### src/rtl/mem_responder.sv
// 32 x 8 memory responder: clears every location after reset, then serves
// single-cycle reads and writes with error pulses and saturating access counters.
module mem_responder #(
    parameter logic [7:0]  INIT_VAL = 8'h00,
    parameter int unsigned CNT_W    = 16
) (
    input  logic             clk,
    input  logic             rst_,
    input  logic             read,
    input  logic             write,
    input  logic [4:0]       addr,
    input  logic [7:0]       data_in,
    output logic [7:0]       data_out,
    output logic             busy,
    output logic             err,
    output logic [CNT_W-1:0] rd_cnt,
    output logic [CNT_W-1:0] wr_cnt
);

    typedef enum logic {INIT, READY} state_t;

    state_t     state;
    logic [4:0] ptr;
    logic [7:0] mem [0:31];

    logic       rd_ok;
    logic       wr_ok;
    logic       mem_we;
    logic [4:0] mem_addr;
    logic [7:0] mem_wdata;

    // The sweep and requester writes share one write port; the sweep owns it during INIT.
    always_comb begin
        rd_ok     = (state == READY) && read && !write;
        wr_ok     = (state == READY) && write && !read;
        mem_we    = (state == INIT) || wr_ok;
        mem_addr  = (state == INIT) ? ptr : addr;
        mem_wdata = (state == INIT) ? INIT_VAL : data_in;
    end

    always_ff @(posedge clk) begin
        if (mem_we)
            mem[mem_addr] <= mem_wdata;
    end

    always_ff @(posedge clk or negedge rst_) begin
        if (!rst_) begin
            state    <= INIT;
            ptr      <= '0;
            data_out <= '0;
            busy     <= 1'b1;
            err      <= 1'b0;
            rd_cnt   <= '0;
            wr_cnt   <= '0;
        end else begin
            err <= (state == INIT) ? (read || write) : (read && write);
            case (state)
                INIT: begin
                    ptr <= ptr + 5'd1;
                    if (ptr == 5'd31) begin
                        state <= READY;
                        busy  <= 1'b0;
                    end
                end
                READY: begin
                    if (rd_ok) begin
                        data_out <= mem[addr];
                        if (rd_cnt != '1)
                            rd_cnt <= rd_cnt + CNT_W'(1);
                    end
                    if (wr_ok && (wr_cnt != '1))
                        wr_cnt <= wr_cnt + CNT_W'(1);
                end
                default: state <= INIT;
            endcase
        end
    end

endmodule

### config.mk
export PLATFORM = sky130hd
export DESIGN_NAME = mem_responder
export DESIGN_NICKNAME = d
export VERILOG_FILES = /design/src/rtl/mem_responder.sv
export SDC_FILE = /design/constraint.sdc
export NUM_CORES = 1
export LEC_CHECK = 0
export BUFFER_PORTS_ARGS = -buffer_cell sky130_fd_sc_hd__buf_2
export CORE_MARGIN = 2
export CORE_UTILIZATION = 35
export CTS_CLUSTER_DIAMETER = 80
export DETAILED_ROUTE_END_ITERATION = 10
export PLACE_DENSITY = 0.59
export SYNTH_ARGS = -nofsm -noshare
export SYNTH_HDL_FRONTEND = slang
export SYNTH_SLANG_ARGS = --single-unit
### constraint.sdc
create_clock -name clk -period 4.5 [get_ports clk]
set_input_delay 0.45 -clock clk [delete_from_list [all_inputs] [get_ports clk]]
set_output_delay 0.45 -clock clk [all_outputs]
set_load 0.03 [all_outputs]
# [Word-level counts from Yosys, hierarchy flattened]
# Memory sizes are Yosys's and may differ from the RTL's. A register that Yosys moved wholly into a read port is not among the register bits.
# Cells that the tools add are included.
[word_totals] register_bits=40 ramBits=256 input_bits=17 out_inout_bits=42 wordCells=36 n_memories=1
[mem_list] name="mem" words=32 word_bits=8 read_ports=1 rd_ports_with_merged_regs=1 wr=1 line_no="24" text="logic [7:0] mem [0:31];"
[op_classes] n_addsub=3 n_eq_ne=3 mux=7 bitwise=1 n_reduce_logical=15
[op_table] cell="adder 16 x 1 -> 16 bit (second input constant)" count=2
[op_table] cell="!= test 16 bit (second input constant)" count=2
[op_table] cell="2-to-1 mux 8 bit" count=1
[op_table] cell="logical AND 1 bit" count=6
[op_table] cell="AND reduction 2 bit" count=3
[op_table] cell="adder 5 x 1 -> 5 bit (second input constant)" count=1
[op_table] cell="equality test 5 bit (second input constant)" count=1
[op_table] cell="2-to-1 mux 1 bit" count=5
[op_table] cell="2-to-1 mux 5 bit" count=1
[op_table] cell="logical NOT 1 bit" count=3
[op_table] cell="AND reduction 3 bit" count=1
[op_table] cell="logical OR 1 bit" count=2
[op_table] cell="inverter 1 bit" count=1

# [Longest topological paths before layout]
[logic_depth] ltp_word=5 mapped_depth=8 ltp_nobuf=6

# [Worst setup path after synthesis]
# Ideal clock, no wire load.
[synth_timing] path_type="input -> register" start="in addr[0]" end="mem mem[0][0], enable pin" setup_ns=0.370 arrival_ns=1.776 path_slack_ns=2.353 stages=7 n_path_buf=4 cell_sequence="buf_4 buf_12 buf_6 buf_4 nor3_1 a21oi_1 nor2_1"
[synth_between] elab_chain_len=1
[synth_lines] item="start: declaration" line_no="11" text="input logic [4:0] addr,"
[synth_lines] item="2-to-1 mux 5 bit" line_no="37" text="mem_addr = (state == INIT) ? ptr : addr;"
[synth_lines] item="end: declaration" line_no="24"
# No other way between the ends.

# [Worst setup path after layout]
[layout_timing] start="reg state" end="mem mem[15][1], enable pin"
[layout_between] elab_chain_len=5 elab_cells_between_ends=7 classes_between="mux: 3; bitwise: 1; reduce/logical: 3"
[layout_lines] item="start: declaration" line_no="22" text="state_t state;"
[layout_lines] item="start signal: assignment" line_no="48" text="state <= INIT;"
[layout_lines] item="start signal: assignment" line_no="61" text="state <= READY;"
[layout_lines] item="start signal: assignment" line_no="74" text="default: state <= INIT;"
[layout_lines] item="logical AND 1 bit (2 in series)" line_no="35" text="wr_ok = (state == READY) && write && !read;"
[layout_lines] item="logical OR 1 bit" line_no="36" text="mem_we = (state == INIT) || wr_ok;"
[layout_lines] item="2-to-1 mux 1 bit" line_no="42" text="if (mem_we)"
[layout_lines] item="2-to-1 mux 1 bit (not written as such)" line_no="43" text="mem[mem_addr] <= mem_wdata;"
# Several ways; a longest one is shown, not always the timed one.

==> results.md <==
- Critical path data required time: 4.66 ns
- Post-CTS Hold Buffers: 0
- Synth area leader: edfxtp_1
- MaxCap Viol Count: 0
- Initial core utilization: 0.357
- First-pass GRT wire length: 41,400 um
- Drt pass-1 iters: 7
- Syn_area_per_cell: 16.2 um2
- Final wirelength: 27,400 um
- Critical R2R Capture: mem[15][1]
- R2R setup slack: 1.52 ns
- Largest family of logic cells by synthesized area: multiplexers
- Die area: 37,000 um2
- TritonCTS clock tree: built
- Reg area: 8890 um2
- Clock power frac: 0.407
- IO Count: 59
- Remaining antenna violation count: 0
- Gate power share: 0.079
- Place WS: 1.64 ns
- Final core occ: 0.408
- Sw Pwr: 1.40 mW
- Synthesized flop and latch total: 304
- Setup_tns: 0 ns
- Std cell rows: 68
- ANT cells: 0
- Yosys synthesis warning count: 0
- Int Power: 4.76 mW
- Fin. max-slew vios: 0
- Number of flops mapped to enable cells by yosys: 256
- R2R depth: 3
- Core area: 34,700 um2
- # DRC: 0
- Vias/cell: 5.12
- Worst-path clk slew: 0.06 ns
- DR WL/cell: 20.8 um
- H-Tree Depth: 1
- Post-synthesis sequential area ratio: 0.717
- RSZ-0062 raised after global routing: false
- Post-Syn Instances: 765
- Switch share: 0.227
- Hold Crit Class: input pin to asynchronous set/reset pin
- Top Layer Used: met4
- RePlAce Congestion: 0.792
- Slew headroom: 0.117
- Met3 WL: 1310 um
- Nets@finish: 857
- Multi-input logic area: 3270 um2
- Top FF cell, synth: edfxtp_1
- Post-synth ARST share: 0.158
- Total CTS buffers: 30
- Post-CTS Setup Bufs: 0
- Compound-Gate Fraction of Synth Area: 0.0714
- Power density over cell area: 434 nW/um2
- Final Cycle Share: 0.661
- Min cycle time layout: 2.98 ns
- Unique masters post-synth: 50
- Post-synthesis simple-gate area fraction: 0.0547
- Outcome: finished clean
- Clk sinks: 304
- CP max FO: 25
- CP startpoint kind: flop
- # port buffers: 58
- Post-Synth Adder-Cell Area: 0.00484
- Mux cell area share after synthesis: 0.110
- Mapped Area: 12,400 um2
- Initial antenna violation count: 0
- Crit. End Element: flop
- Resized Gates After CTS: 0
- Filler cells: 3,195
- Peak per-stage delay on the critical path: 1.02 ns
- Number of global-route vias before repair: 6,733
- DIE HEIGHT: 192 um
- Setup CP Type: flop to flop
- DR vias: 6,729
- XOR/XNOR Fraction of Synth Area: 0.0226
- Share of the synthesized area in the top cell type: 0.620
- Maximum vdd drop: 0.000347 V
- Root Buffer: clkbuf_16
- Synth cell count leaders: edfxtp_1, mux2i_1, dfrtp_1
- Die width: 192 um
- Synth top area cells: edfxtp_1, mux2i_1, dfrtp_1, a22oi_1, xnor2_1
- Detailed router's first-iteration violation count: 423
- Max frequency: 336 MHz
- Critical path's top delay family: compound AO/OA/AOI/OAI gates
- Slowest-stage cell, CP: a32oi_1
- Largest net degree at the start of global routing: 81
- Dpl hpwl: 17,600 um
- P_leak: 5.21 nW
- Clock latency on the worst-skew pair: 0.56 ns
- M1 WL: 12,600 um
- Routed met2 length: 13,000 um
- Reg-to-Reg Start: state
- Arr. time, crit path: 3.13 ns
- Post-Syn Nets: 786
- Total global-route track usage: 0.150
- GRT overflow: 0
- Synth-to-Final Area Change: 14.3%
- Layout cell share with drive strength beyond 1: 0.164
- Clk buf depth: 3
- Final worst setup slack: 1.52 ns
- Least-Margin Pin Slew: 1.32 ns
- Most frequent cell after synthesis: edfxtp_1
- Sequential Power Share: 0.514
- Buffers & Inverters on Critical Path: 0
- Worst Skew: 0.0224 ns
- Setup violators final: 0
- Final Hold Fails: 0
- Critical path, cell by cell: nor2b_1 -> a32oi_1 -> nor2_1
-- cell type report --
class / instances / share of cell area
Timing Repair Buffer: 73 / 0.0297
Clock inverter: 14 / 0.0103
Multi-Input combinational cell: 421 / 0.231
Sequential cell: 304 / 0.627
Clock buffer: 42 / 0.0605
Inverter: 6 / 0.00159
Tap cell: 455 / 0.0402
-- layer usage --
| metal | vias to the layer above | GRT usage |
|---|---|---|
| met5 | - | 0 |
| met4 | 0 | 0.0344 |
| met3 | 29 | 0.0193 |
| met2 | 173 | 0.245 |
| met1 | 3396 | 0.213 |
| li1 | 3131 | - |
-- cell families (layout without fill, tap and decap cells) --
family | after synthesis | count (layout)
multiplexers | 135 | 135
flip-flops | 304 | 304
AO/OA/AOI/OAI | 110 | 110
buffers and inverters | 40 | 135
XOR/XNOR | 32 | 32
AND/OR/NAND/NOR | 139 | 139
adder cells (fa/ha/maj) | 5 | 5
-- placed cells by master, fill, tap and decap left out, drive strengths merged, types with 4 or more instances in the layout --
| master | netlist | final |
|---|---|---|
| ha | 4 | 4 |
| clkinv | 0 | 11 |
| o41ai | 8 | 8 |
| o22ai | 8 | 8 |
| nor2 | 43 | 43 |
| dfrtp | 47 | 47 |
| edfxtp | 256 | 256 |
| nand4 | 7 | 7 |
| nand3 | 13 | 13 |
| mux2 | 6 | 6 |
| nor3 | 8 | 8 |
| and3 | 6 | 6 |
| mux2i | 129 | 129 |
| buf | 22 | 73 |
| a22oi | 34 | 34 |
| clkbuf | 12 | 42 |
| or2 | 4 | 4 |
| a22o | 17 | 17 |
| xnor2 | 21 | 21 |
| a221oi | 16 | 16 |
| nand2 | 30 | 30 |
| a21oi | 18 | 18 |
| xor2 | 11 | 11 |
| inv | 6 | 6 |
| or3 | 4 | 4 |
| nor4 | 4 | 4 |
| and2 | 9 | 9 |
-- worst max-delay path by stage --
| stage | from | endpoint | depth (start not counted) |
|---|---|---|---|
| floorplan | addr[0] | mem[0][0] | 7 |
| global placement | state | mem[15][0] | 3 |
| detailed placement | state | mem[15][0] | 3 |
| CTS | state | mem[15][1] | 3 |
| global route | state | mem[15][6] | 3 |
| finish | state | mem[15][1] | 3 |
-- power by group through the flow --
stage | sequential (mW) | combinational (mW) | clock (mW)
global route | 3.17 | 0.524 | 2.67
floorplan | 3.30 | 0.240 | 0
CTS | 3.16 | 0.492 | 2.56
finish | 3.16 | 0.486 | 2.51
global placement | 3.22 | 0.488 | 0
detailed placement | 3.22 | 0.491 | 0
-- per-stage QoR --
stage	hold WS (ns)	power, mW	area, um2	instances
floorplan	0.154	3.54	12400	765
global route	0.0407	6.37	14200	1315
detailed placement	0.472	3.71	13200	1259
global placement	0.469	3.71	13200	1259
finish	0.00142	6.16	14200	1315
CTS	0.00277	6.22	14200	1315
-- registers in the layout (all words and copies together) (netlist names) --
signal	count
state	1
data_out	8
rd_cnt	16
err	1
wr_cnt	16
busy	1
mem	256
ptr	5
No activity file was read; power rests on OpenSTA's default activity.
